$ cat src/rtl/matrix_h_pkg.sv
// Shared constants, word type and contents of the 4x4 complex channel matrix H.
// Plane 0 holds the real parts and plane 1 the imaginary parts. Each plane
// holds 16 signed Q3.12 words, where 0x1000 = +1.0, row-major (k = 4*i + j).
package matrix_h_pkg;

  localparam int WIDTH     = 16;
  localparam int COLL      = 16;
  localparam int DEPTH     = 2;
  localparam int COLL_LOG  = (COLL  > 1) ? $clog2(COLL)  : 1;
  localparam int DEPTH_LOG = (DEPTH > 1) ? $clog2(DEPTH) : 1;

  typedef logic signed [WIDTH-1:0] h_word_t;

  localparam h_word_t H_ROM [DEPTH][COLL] = '{
    // Real plane
    '{16'h1000, 16'hF800, 16'h0400, 16'hFC00,
      16'h0C00, 16'h1000, 16'hF400, 16'h0200,
      16'hFE00, 16'h0600, 16'h1000, 16'hF000,
      16'h0800, 16'hFA00, 16'h0300, 16'h1000},
    // Imaginary plane
    '{16'h0000, 16'h0400, 16'hFC00, 16'h0800,
      16'hF800, 16'h0000, 16'h0600, 16'hFE00,
      16'h0200, 16'hF600, 16'h0000, 16'h0C00,
      16'hFC00, 16'h0A00, 16'hF200, 16'h0000}
  };

endpackage

$ cat src/rtl/matrix_h_rom_if.sv
// Read port of the H matrix store. The reader drives a plane select (row) and
// an element index (collum) every cycle; there is no valid/ready handshake:
// an address presented at a rising edge is always accepted, and the word for
// it appears on data_out after the configured read latency.
interface matrix_h_rom_if;
  import matrix_h_pkg::*;

  logic [DEPTH_LOG-1:0] row;
  logic [COLL_LOG-1:0]  collum;
  h_word_t              data_out;

  modport master (output row, output collum, input  data_out);
  modport slave  (input  row, input  collum, output data_out);

endinterface

$ cat src/rtl/matrix_h_rom.sv
// Registered lookup into the constant H matrix table.
// Read latency is 1 cycle; defining MATRIX_H_OUT_REG_EN adds a second output
// register (latency 2) for timing closure into downstream multipliers.
// Both stages clear to 0 asynchronously while rst is high.
// Out-of-range plane or element addresses read as 0.
module matrix_h_rom
  import matrix_h_pkg::*;
(
  input  logic           clk,
  input  logic           rst,
  matrix_h_rom_if.slave  bus
);

  h_word_t data_d;
  h_word_t data_q;

  // Table lookup for the presented address; anything outside the table reads 0.
  always_comb begin
    data_d = '0;
    if ((int'(bus.row) < DEPTH) && (int'(bus.collum) < COLL)) begin
      data_d = H_ROM[bus.row][bus.collum];
    end
  end

  // First read stage: capture the looked-up word every cycle.
  always_ff @(posedge clk or posedge rst) begin
    if (rst) begin
      data_q <= '0;
    end else begin
      data_q <= data_d;
    end
  end

`ifdef MATRIX_H_OUT_REG_EN
  generate
    begin : g_out_reg
      h_word_t out_d;
      h_word_t out_q;

      // Second stage simply retimes the first-stage word.
      always_comb begin
        out_d = data_q;
      end

      // Second read stage register.
      always_ff @(posedge clk or posedge rst) begin
        if (rst) begin
          out_q <= '0;
        end else begin
          out_q <= out_d;
        end
      end

      assign bus.data_out = out_q;
    end
  endgenerate
`else
  assign bus.data_out = data_q;
`endif

endmodule

$ cat src/flat_wrapper.sv
// flat-port wrapper written by rule: the top's interface ports become plain ports
module matrix_h_rom_flat import matrix_h_pkg::*;
  (clk, rst, bus_row, bus_collum, bus_data_out);
  matrix_h_rom_if bus_i ();
  input  logic clk;
  input  logic rst;
  input wire logic [$bits(bus_i.row)-1:0] bus_row;
  input wire logic [$bits(bus_i.collum)-1:0] bus_collum;
  output wire logic [$bits(bus_i.data_out)-1:0] bus_data_out;
  assign bus_i.row = bus_row;
  assign bus_i.collum = bus_collum;
  assign bus_data_out = bus_i.data_out;
  matrix_h_rom u_core (.clk(clk), .rst(rst), .bus(bus_i));
endmodule
$ cat config.mk
export PLATFORM = sky130hd
export DESIGN_NAME = matrix_h_rom_flat
export DESIGN_NICKNAME = d
export VERILOG_FILES = /design/src/rtl/matrix_h_pkg.sv /design/src/rtl/matrix_h_rom_if.sv /design/src/rtl/matrix_h_rom.sv /design/src/flat_wrapper.sv
export SDC_FILE = /design/constraint.sdc
export NUM_CORES = 1
export LEC_CHECK = 0
export ABC_AREA = 1
export BUFFER_PORTS_ARGS = -buffer_cell sky130_fd_sc_hd__clkbuf_2
export CAP_MARGIN = 10
export CORE_AREA = 3 3 40 42
export DETAILED_ROUTE_END_ITERATION = 10
export DIE_AREA = 0 0 43 45
export PLACE_DENSITY = 0.74
export SLEW_MARGIN = 25
export SYNTH_ARGS = -nofsm -noshare
export SYNTH_HDL_FRONTEND = slang
export SYNTH_SLANG_ARGS = --single-unit
export TNS_END_PERCENT = 100
$ cat constraint.sdc
create_clock -name clk -period 1.5 [get_ports clk]
set_clock_uncertainty 0.2 [all_clocks]
set_input_delay 0.15 -clock clk [delete_from_list [all_inputs] [get_ports clk]]
set_output_delay 0.15 -clock clk [all_outputs]
set_load 0.005 [all_outputs]
* Word-level counts from Yosys, hierarchy flattened *
Cells that the tools add are included.

cells by class
  $lt $le $gt $ge = 2
  mux-type cells = 6
  bitwise operators = 2

operators with widths
  kind                  number
  $mux W256             2
  $mux W253             1
  $bmux W16 S4          1
  $mux W16              2
  $ge A5 B5 Y1 const B  1
  $not A4 Y5            1
  $ge A2 B2 Y1 const B  1
  $not A1 Y2            1

word-level totals
  bits in registers = 16
  input port bits = 7
  logic and storage cells = 11
  output and inout port bits = 16

* Longest topological paths before layout *
Gate-level depths: netlist of the first run.

  depth in word-level cells = 7
  mapped depth = 8
  mapped depth without buffers = 8

* Least setup slack after synthesis of the first run *
OpenSTA, ideal clock, no wires.

  kind = input -> register
  start = in bus_collum[0]
  end = reg u_core.data_q[14] (netlist: u_core.bus.data_out[14])
  stages on the path = 8
  path buffers = 0
  library setup time = 117 ps
  arrival = 864 ps
  data required time = 1183 ps
  path slack = 319 ps
  path through = inv_1 > ha_1 > nand2_1 > nand2_1 > nand2_1 > nand2_1 > nand2_1 > nand2_1

between the ends
  longest elaborated chain between the ends = 4

RTL lines
  item                                         RTL line            RTL
  start, declared                              flat_wrapper.sv:8   input wire logic [$bits(bus_i.collum)-1:0] bus_collum;
  $not A4 Y5 (implied by the code)             matrix_h_rom.sv:21  data_d = H_ROM[bus.row][bus.collum];
  $bmux W16 S4                                 matrix_h_rom.sv:21
  $mux W16 (implied by the code) (2 in a row)  matrix_h_rom.sv:21
  end signal, assigned                         matrix_h_rom.sv:30  data_q <= data_d;
  end, declared                                matrix_h_rom.sv:15  h_word_t data_q;

No other way between the ends. The select of a mux whose other input is x is not followed.

* Worst setup path in the final report of the first run *
  start = in bus_collum[3]
  end = reg u_core.data_q[9] (netlist: u_core.bus.data_out[9])

between the ends
  longest elaborated chain between the ends = 4

RTL lines
  item                                         RTL line            RTL
  $not A4 Y5 (implied by the code)             matrix_h_rom.sv:21
  $bmux W16 S4                                 matrix_h_rom.sv:21
  $mux W16 (implied by the code) (2 in a row)  matrix_h_rom.sv:21
  named net u_core.data_d[9]                   matrix_h_rom.sv:14  h_word_t data_d;

The timed path passes the listed nets, and every way through them passes these cells. The select of a mux whose other input is x is not followed.

==> results of run 1 <==
[kinds of logic (layout without fill, tap and decap cells)]
family / Yosys count / in the layout
flops: 6 / 6
compound gates: 7 / 7
buf+inv: 23 / 32
fa+ha+maj: 5 / 5
other cells: 1 / 8
simple gates: 48 / 48
[synthesized netlist by cell type]
master	number
nand2_1	29
nand3_1	13
buf_4	10
inv_1	8
dfrtp_1	6
ha_1	5
nand2_2	3
o21ai_0	3
a21oi_1	2
inv_2	2
buf_6	1
clkbuf_8	1
clkinv_1	1
conb_1	1
nand2_4	1
nor2_1	1
nor3_1	1
o211ai_1	1
o21ai_1	1
[worst max-delay path, delay by kind of cell]
family / cells / cell delay, ps
compound gates: 2 / 240
buf+inv: 3 / 830
simple gates: 1 / 80
[final cells by class]
type | instances | area, sq um | area share
multi-input cells | 68 | 342.8 | 0.5009
inverters | 11 | 45.04 | 0.06581
flip-flops and latches | 6 | 150.1 | 0.2194
repair buffers | 18 | 105.1 | 0.1536
clock buffers | 3 | 22.52 | 0.03291
well taps | 15 | 18.77 | 0.02742
[timing repair]
item | in CTS | in global routing
gates resized for setup | 0 | 1
endpoints found under the setup margin | 0 | 1
endpoints found under the hold margin | 8 | 0
hold buffers | 2 | 0
[final timing paths]
path,to,slack (ps),cells after the start
min in group asynchronous,u_core.bus.data_out[8],160,3
max,u_core.bus.data_out[9],160,6
max in group asynchronous,u_core.bus.data_out[10],760,3
min,u_core.bus.data_out[8],100,3
[report_power, final]
group / total, mW / switching (mW) / internal [mW]
logic: 0.149 / 0.0897 / 0.0589
clock network: 0.143 / 0.0528 / 0.0901
registers: 0.182 / 0.00501 / 0.177
[per-layer routing]
layer | up-vias | wire length, um
met5 | - | 0
met4 | 0 | 10
met3 | 2 | 119
met2 | 41 | 593
met1 | 256 | 461
li1 | 296 | -
==> impl_metrics.py, run 1 <==
metrics = {
    "run_status": {
        "outcome": "completed",
    },
    "critical_path": {
        "cp_max_fo": 9,
        "cpPeakStageDelay_ps": 530,
        "required_ps": 1480,
        "cp_cell_sequence": "dlygate4sd3_1, clkbuf_2, clkinvlp_4, a21oi_1, o21ai_0, nand2_1",
        "worstSetupPathType": "input pin to flop",
        "crit_path_start_kind": "input pin",
        "crit_arrival_ps": 1320,
        "worst_setup_path_end_kind": "flop",
        "startpoint": "bus_collum[3]",
        "crit_path_top_delay_cell": "dlygate4sd3_1",
    },
    "clock_network": {
        "cts_setup_buffers": 0,
        "root_buffer": "clkbuf_4",
        "clock_path_buffers": 2,
        "clock-sinks": 6,
        "cts_tree": "done",
        "clk_pin_slew_ps": 40,
        "cts-buffers-inserted": 3,
        "htreeDepth": 1,
    },
    "global_route": {
        "gr-usage-all-layers": 0.1273,
        "met1_usage": 0.1373,
        "grt_pass1_wl_mm": 1.856,
        "grt_busiest_layer": "met2",
        "grt_use_met2": 0.2246,
        "grt_max_degree": 14,
        "antenna_found_initial": 0,
        "grt.overflow.total": 0,
        "use_met3": 0.03586,
        "grt_pass1_vias": 483,
    },
    "final_layout": {
        "final_common_cell": "nand2_1",
        "largest_reg_flops": 6,
        "antenna_cells": 0,
        "drive_gt1_frac": 0.2453,
        "mostFrequentLayoutCells": "nand2_1 (29), clkbuf_2 (14), nand3_1 (13), inv_1 (8), conb_1 (8)",
        "utilization": 0.5326,
        "fillerInstances": 142,
        "stdcell_area_sq_um": 684.4,
        "final_cells": 121,
        "layout.nets": 120,
        "syn_to_final_growth_pct": 12.55,
    },
    "hold_path": {
        "min-delay-start": "bus_collum[2]",
        "hold_class": "input pin to flop",
    },
    "synthesis": {
        "synth_top_family_by_area": "simple AND/OR/NAND/NOR gates",
        "synth_seq_area_share": 0.2469,
        "synthMuxAreaShare": 0,
        "ys_ff_latch": 6,
        "syn_area_per_cell_sq_um": 6.756,
        "syn_area_sq_um": 608.1,
        "yosysTopAreaCell": "dfrtp_1",
        "synth_cell_types": 19,
        "yosys-top-cells-area": "dfrtp_1 (25%), nand2_1 (18%), buf_4 (12%)",
        "yosys.area_share.simple": 0.3498,
        "synthAdderAreaFrac": 0.1029,
        "synth_compound_area_frac": 0.06173,
        "yosys.area_share.xor_xnor": 0,
        "synth_top_area_share": 0.2469,
        "synth_warnings": 0,
        "synth_cells": 90,
    },
    "power_and_ir_drop": {
        "p_leak_nw": 0.4120,
        "powerDensity_mw_per_mm2": 692.6,
        "power.total_mw": 0.4740,
        "irDropWorstVdd_uv": 277.7,
    },
    "sta": {
        "period_minus_slack_ps": 1343,
        "timing.hold.ws_ps": 103.1,
        "fin_setup_tns_ps": 0,
        "fin_ws_ps": 156.9,
        "max_freq_mhz": 744.6,
        "finalSetupViolCount": 0,
        "final-hold-violation-count": 0,
        "drv_slew": 0,
        "min_period_over_period": 0.8954,
        "rsz0062_at_grt": "no",
    },
    "die": {
        "core_sq_mm": 0.001285,
        "die_h_um": 45,
        "rows": 13,
        "ios": 23,
        "die-area_sq_mm": 0.001935,
        "initial_core_util": 0.4732,
        "die_x_um": 43,
    },
    "drt": {
        "via_per_inst": 4.917,
        "routedWlPerCell_um": 9.793,
        "num_vias": 595,
        "ant_nets": 0,
        "drt_wl_total_mm": 1.185,
        "dr.pass1.iters": 4,
        "drc": 0,
        "drt_iter0_drc": 18,
    },
    "placement": {
        "place_inst": 116,
        "place.gp.congestion": 0.8929,
        "post-place-ws_ps": 126.3,
        "dp_hpwl_um": 920.7,
        "place_area_sq_um": 638.1,
        "portBuffers": 14,
    },
    "run": {
        "cap_violations": 0,
    },
}
Power figures use the tool's default switching activity.
==> run 2, diff against run 1 <==
- CORE_AREA: 3 3 40 42 -> default
- CORE_MARGIN: default -> 3
- CORE_UTILIZATION: default -> 45
- DIE_AREA: 0 0 43 45 -> default
- PLACE_DENSITY: 0.74 -> 0.73
- clock period: 1.5 -> 1.6 ns (I/O delays scaled with it)
==> run 2 against run 1 <==
Via count is 9.9% lower. Clock power is 7% lower. Sequential cell count stayed put. Critical endpoint is now u_core.bus.data_out[10].
==> impl_metrics.py, run 2 (same netlist as run 1, synthesis figures left out) <==
metrics = {
    "power_and_ir_drop": {
        "power.total_mw": 0.4348,
        "p_leak_nw": 0.4038,
        "irDropWorstVdd_uv": 198.6,
        "powerDensity_mw_per_mm2": 654.5,
    },
    "sta": {
        "finalSetupViolCount": 0,
        "fin_ws_ps": 263.7,
        "fin_setup_tns_ps": 0,
        "final-hold-violation-count": 0,
        "drv_slew": 0,
        "max_freq_mhz": 748.3,
        "period_minus_slack_ps": 1336,
        "rsz0062_at_grt": "no",
        "timing.hold.ws_ps": 101.2,
        "min_period_over_period": 0.8352,
    },
    "die": {
        "rows": 12,
        "die_x_um": 42.76,
        "initial_core_util": 0.5127,
        "ios": 23,
        "die-area_sq_mm": 0.001828,
        "core_sq_mm": 0.001186,
        "die_h_um": 42.76,
    },
    "critical_path": {
        "worst_setup_path_end_kind": "flop",
        "worstSetupPathType": "input pin to flop",
        "path_buf_inv": 3,
        "crit_path_start_kind": "input pin",
        "cp_cell_sequence": "dlygate4sd3_1, clkbuf_2, clkinv_1, a21oi_1, o21ai_1, nand2_1",
        "cp_max_fo": 9,
        "required_ps": 1580,
        "cpPeakStageDelay_ps": 520,
        "crit_path_top_delay_cell": "dlygate4sd3_1",
        "startpoint": "bus_collum[3]",
        "cp_top_family": "buffers and inverters",
        "crit_arrival_ps": 1310,
    },
    "drt": {
        "num_vias": 536,
        "drt_wl_total_um": 989,
        "via_per_inst": 4.542,
        "dr.pass1.iters": 4,
        "drt_iter0_drc": 9,
        "drc": 0,
        "routedWlPerCell_um": 8.381,
        "ant_nets": 0,
    },
    "global_route": {
        "grt_max_degree": 14,
        "grt_pass1_vias": 430,
        "antenna_found_initial": 0,
        "grt.overflow.total": 0,
        "grt_pass1_wl_mm": 1.773,
        "gr-usage-all-layers": 0.1293,
    },
    "final_layout": {
        "antenna_cells": 0,
        "syn_to_final_growth_pct": 9.259,
        "mostFrequentLayoutCells": "nand2_1 (29), clkbuf_2 (14), nand3_1 (13), inv_1 (8), conb_1 (8)",
        "final_common_cell": "nand2_1",
        "drive_gt1_frac": 0.2212,
        "stdcell_area_sq_um": 664.4,
        "largest_reg_flops": 6,
        "layout.nets": 118,
    },
    "placement": {
        "portBuffers": 14,
        "place.gp.congestion": 0.8728,
        "place_area_sq_um": 621.8,
        "post-place-ws_ps": 115.1,
        "dp_hpwl_um": 813.3,
    },
    "clock_network": {
        "cts-buffers-inserted": 3,
        "clk_pin_slew_ps": 40,
        "cts_resized": 0,
        "clock_path_buffers": 2,
        "root_buffer": "clkbuf_4",
        "clock-sinks": 6,
        "htreeDepth": 1,
        "cts_tree": "done",
    },
    "run": {
        "cap_violations": 0,
    },
    "hold_path": {
        "min-delay-start": "bus_collum[2]",
        "hold_class": "input pin to flop",
    },
    "run_status": {
        "outcome": "completed",
    },
}
==> run 2: changes by cell type in the layout (fill, tap and decap cells not counted), sizes merged <==
| cell | before | now |
|---|---|---|
| buf | 2 | 0 |
| clkinv | 0 | 1 |
| clkinvlp | 1 | 0 |
==> run 2: power by group <==
part / internal, mW / switching, mW
clock: 0.0844 / 0.0484
sequential: 0.166 / 0.00437
combinational: 0.0514 / 0.0798
==> run 2: metrics by stage <==
step,instances,utilization
floorplan,97,-
global placement,113,0.5243
detailed placement,113,0.5243
CTS,118,0.5601
global route,118,0.5601
finish,118,0.5601
==> run 2: worst paths after layout <==
check / depth (start not counted) / end / slack [ps]
min in group asynchronous: 3 / u_core.bus.data_out[10] / 150
min: 3 / u_core.bus.data_out[8] / 100
max in group asynchronous: 3 / u_core.bus.data_out[11] / 870
max: 6 / u_core.bus.data_out[10] / 260
==> run 2: routing by layer <==
metal / global-route usage / up-vias / routed length (um) / part of all wire
met3: 0.03814 / 4 / 97 / 0.098
met2: 0.1826 / 24 / 402 / 0.41
met5: 0 / - / 0 / 0
met4: 0.09317 / 0 / 26 / 0.026
li1: - / 290 / - / -
met1: 0.1637 / 218 / 463 / 0.47
==> run 2: tightest hold or removal path, delay by kind of cell <==
family / cells / cell delay, ps
and+or+nand+nor: 2 / 150
buffers and inverters: 1 / 180
==> run 2: what timing repair did <==
action,CTS,global route
hold endpoints to repair,8,0
hold buffers,2,0
buffers inserted,0,0
==> run 2: final cells by class <==
class / count / area, sq um
clock buffers: 3 / 22.52
inverters: 11 / 41.29
well taps: 14 / 17.52
repair buffers: 16 / 90.09
fillers: 139 / 521.8
multi-input cells: 68 / 342.8
flip-flops and latches: 6 / 150.1
==> run 3, diff against run 2 <==
- CORE_UTILIZATION: 45 -> 42
- PLACE_DENSITY: 0.73 -> 0.72
- clock period: 1.6 -> 1.2 ns (I/O delays scaled with it)
==> run 3 against run 2 <==
Via count up 3.4%. Global-route usage down 0.51 points. Largest power group unchanged. Final cell count grew 6.8%. Core utilization down 2.2 points. Clock power is 32% higher. Non-clock buffer count is 7 higher.
==> impl_metrics.py, run 3 (same netlist as run 1, synthesis figures left out) <==
metrics = {
    "sta": {
        "min_period_over_period": 0.9014,
        "drv_slew": 0,
        "max_freq_mhz": 924.5,
        "period_minus_slack_ps": 1082,
        "fin_setup_tns_ps": 0,
        "final-hold-violation-count": 0,
        "fin_ws_ps": 118.3,
        "finalSetupViolCount": 0,
        "rsz0062_at_grt": "no",
    },
    "final_layout": {
        "final_common_cell": "nand2_1",
        "fillerInstances": 137,
        "syn_to_final_growth_pct": 18.11,
        "mostFrequentLayoutCells": "nand2_1 (29), clkbuf_2 (14), nand3_1 (13), inv_1 (8), conb_1 (8)",
        "antenna_cells": 0,
        "largest_reg_flops": 6,
        "layout.nets": 125,
        "drive_gt1_frac": 0.2703,
    },
    "die": {
        "die_h_um": 44.05,
        "die-area_sq_mm": 0.001940,
        "die_x_um": 44.05,
        "ios": 23,
        "rows": 13,
        "core_sq_mm": 0.001334,
        "initial_core_util": 0.4559,
    },
    "clock_network": {
        "clock-sinks": 6,
        "clk_pin_slew_ps": 40,
        "root_buffer": "clkbuf_4",
        "htreeDepth": 1,
        "cts-buffers-inserted": 3,
        "cts_tree": "done",
        "clock_path_buffers": 2,
    },
    "drt": {
        "via_per_inst": 4.397,
        "drc": 0,
        "num_vias": 554,
        "drt_wl_total_mm": 1.168,
        "drt_iter0_drc": 7,
        "ant_nets": 0,
        "routedWlPerCell_um": 9.270,
        "dr.pass1.iters": 4,
    },
    "critical_path": {
        "crit_path_top_delay_cell": "ha_1",
        "crit_path_start_kind": "input pin",
        "worst_setup_path_end_kind": "flop",
        "worstSetupPathType": "input pin to flop",
        "cp_max_fo": 4,
        "crit_top_cell": "nand2_1",
        "required_ps": 1120,
        "cpPeakStageDelay_ps": 340,
        "crit_arrival_ps": 1010,
        "cp_cell_sequence": "clkbuf_2, inv_1, ha_1, nand2_1, nand2_1, nand2_1, nand2_1, nand2_1, nand2_1",
    },
    "global_route": {
        "antenna_found_initial": 0,
        "grt_pass1_vias": 461,
        "grt_pass1_wl_mm": 1.794,
        "grt_max_degree": 11,
        "gr-usage-all-layers": 0.1243,
        "grt.overflow.total": 0,
    },
    "power_and_ir_drop": {
        "irDropWorstVdd_uv": 257.6,
        "p_int_mw": 0.4181,
        "powerDensity_mw_per_mm2": 835.6,
        "seqPwrFrac": 0.380,
        "pwr-share-clk": 0.293,
        "p_leak_nw": 0.4374,
        "p_comb_frac": 0.327,
        "p_sw_frac": 0.3033,
        "switchingPower_mw": 0.1820,
    },
    "run": {
        "cap_violations": 0,
    },
    "run_status": {
        "outcome": "completed",
    },
    "placement": {
        "post-place-ws_ps": -116.3,
        "dp_hpwl_um": 945.3,
        "portBuffers": 14,
        "place.gp.congestion": 0.8449,
    },
    "hold_path": {
        "hold_class": "input pin to flop",
    },
}
## run 3: changes by cell type in the layout (fill, tap and decap cells not counted)
cell,previous run,this run
buf_4,0,7
## run 3: power by group through the flow
stage / Sequential, mW / Clock, mW / Combinational, mW
4_1_cts: 0.229 / 0.189 / 0.197
5_1_grt: 0.230 / 0.197 / 0.222
3_5_place_dp: 0.232 / 0 / 0.192
3_3_place_gp: 0.230 / 0 / 0.187
6_report: 0.228 / 0.176 / 0.196
2_1_floorplan: 0.234 / 0 / 0.144
## run 3: worst paths after layout
path | startpoint | end | cells after the start
max | bus_collum[0] | u_core.bus.data_out[14] | 9
max in group asynchronous | rst | u_core.bus.data_out[8] | 3
min | bus_collum[2] | u_core.bus.data_out[8] | 3
min in group asynchronous | rst | u_core.bus.data_out[12] | 3
## run 3: timing repair
| item | CTS | global route |
|---|---|---|
| gates resized for setup | 0 | 0 |
| hold buffers | 2 | 0 |
| buffers inserted | 0 | 0 |
| hold endpoints to repair | 8 | 0 |
| endpoints found under the setup margin | 0 | 0 |
## run 3: layout make-up
| class | instances | area, sq um | share of cell area |
|---|---|---|---|
| timing repair buffer | 23 | 142.6 | 0.1986 |
| clock buffer | 3 | 22.52 | 0.03136 |
| inverter | 11 | 41.29 | 0.05749 |
| sequential | 6 | 150.1 | 0.2091 |
| multi-input combinational | 68 | 342.8 | 0.4774 |
| tap | 15 | 18.77 | 0.02613 |
## run 3: metal layers
metal | track usage | up-vias | wire length, um
li1 | - | 305 | -
met1 | 0.1425 | 230 | 488
met2 | 0.2122 | 19 | 606
met3 | 0.01220 | 0 | 73
met4 | 0.09036 | 0 | 0
met5 | 0 | - | 0
## run 3: worst max-delay path: cells and delay by family
kind	cells	cell delay (ps)
AND/OR/NAND/NOR	6	410
buffers and inverters	2	120
adder cells (fa/ha/maj)	1	340
## run 3: per-stage QoR
step	cells	area (sq um)	total power, mW	utilization	hold WS [ps]
after floorplan	97	634.4	0.3782	-	-289.0
after global placement	121	675.6	0.4170	0.5066	-191.1
after detailed placement	121	675.6	0.4234	0.5066	-183.9
after CTS	126	718.2	0.6143	0.5385	12.14
after global routing	126	718.2	0.6481	0.5385	35.53
final	126	718.2	0.6001	0.5385	28.10
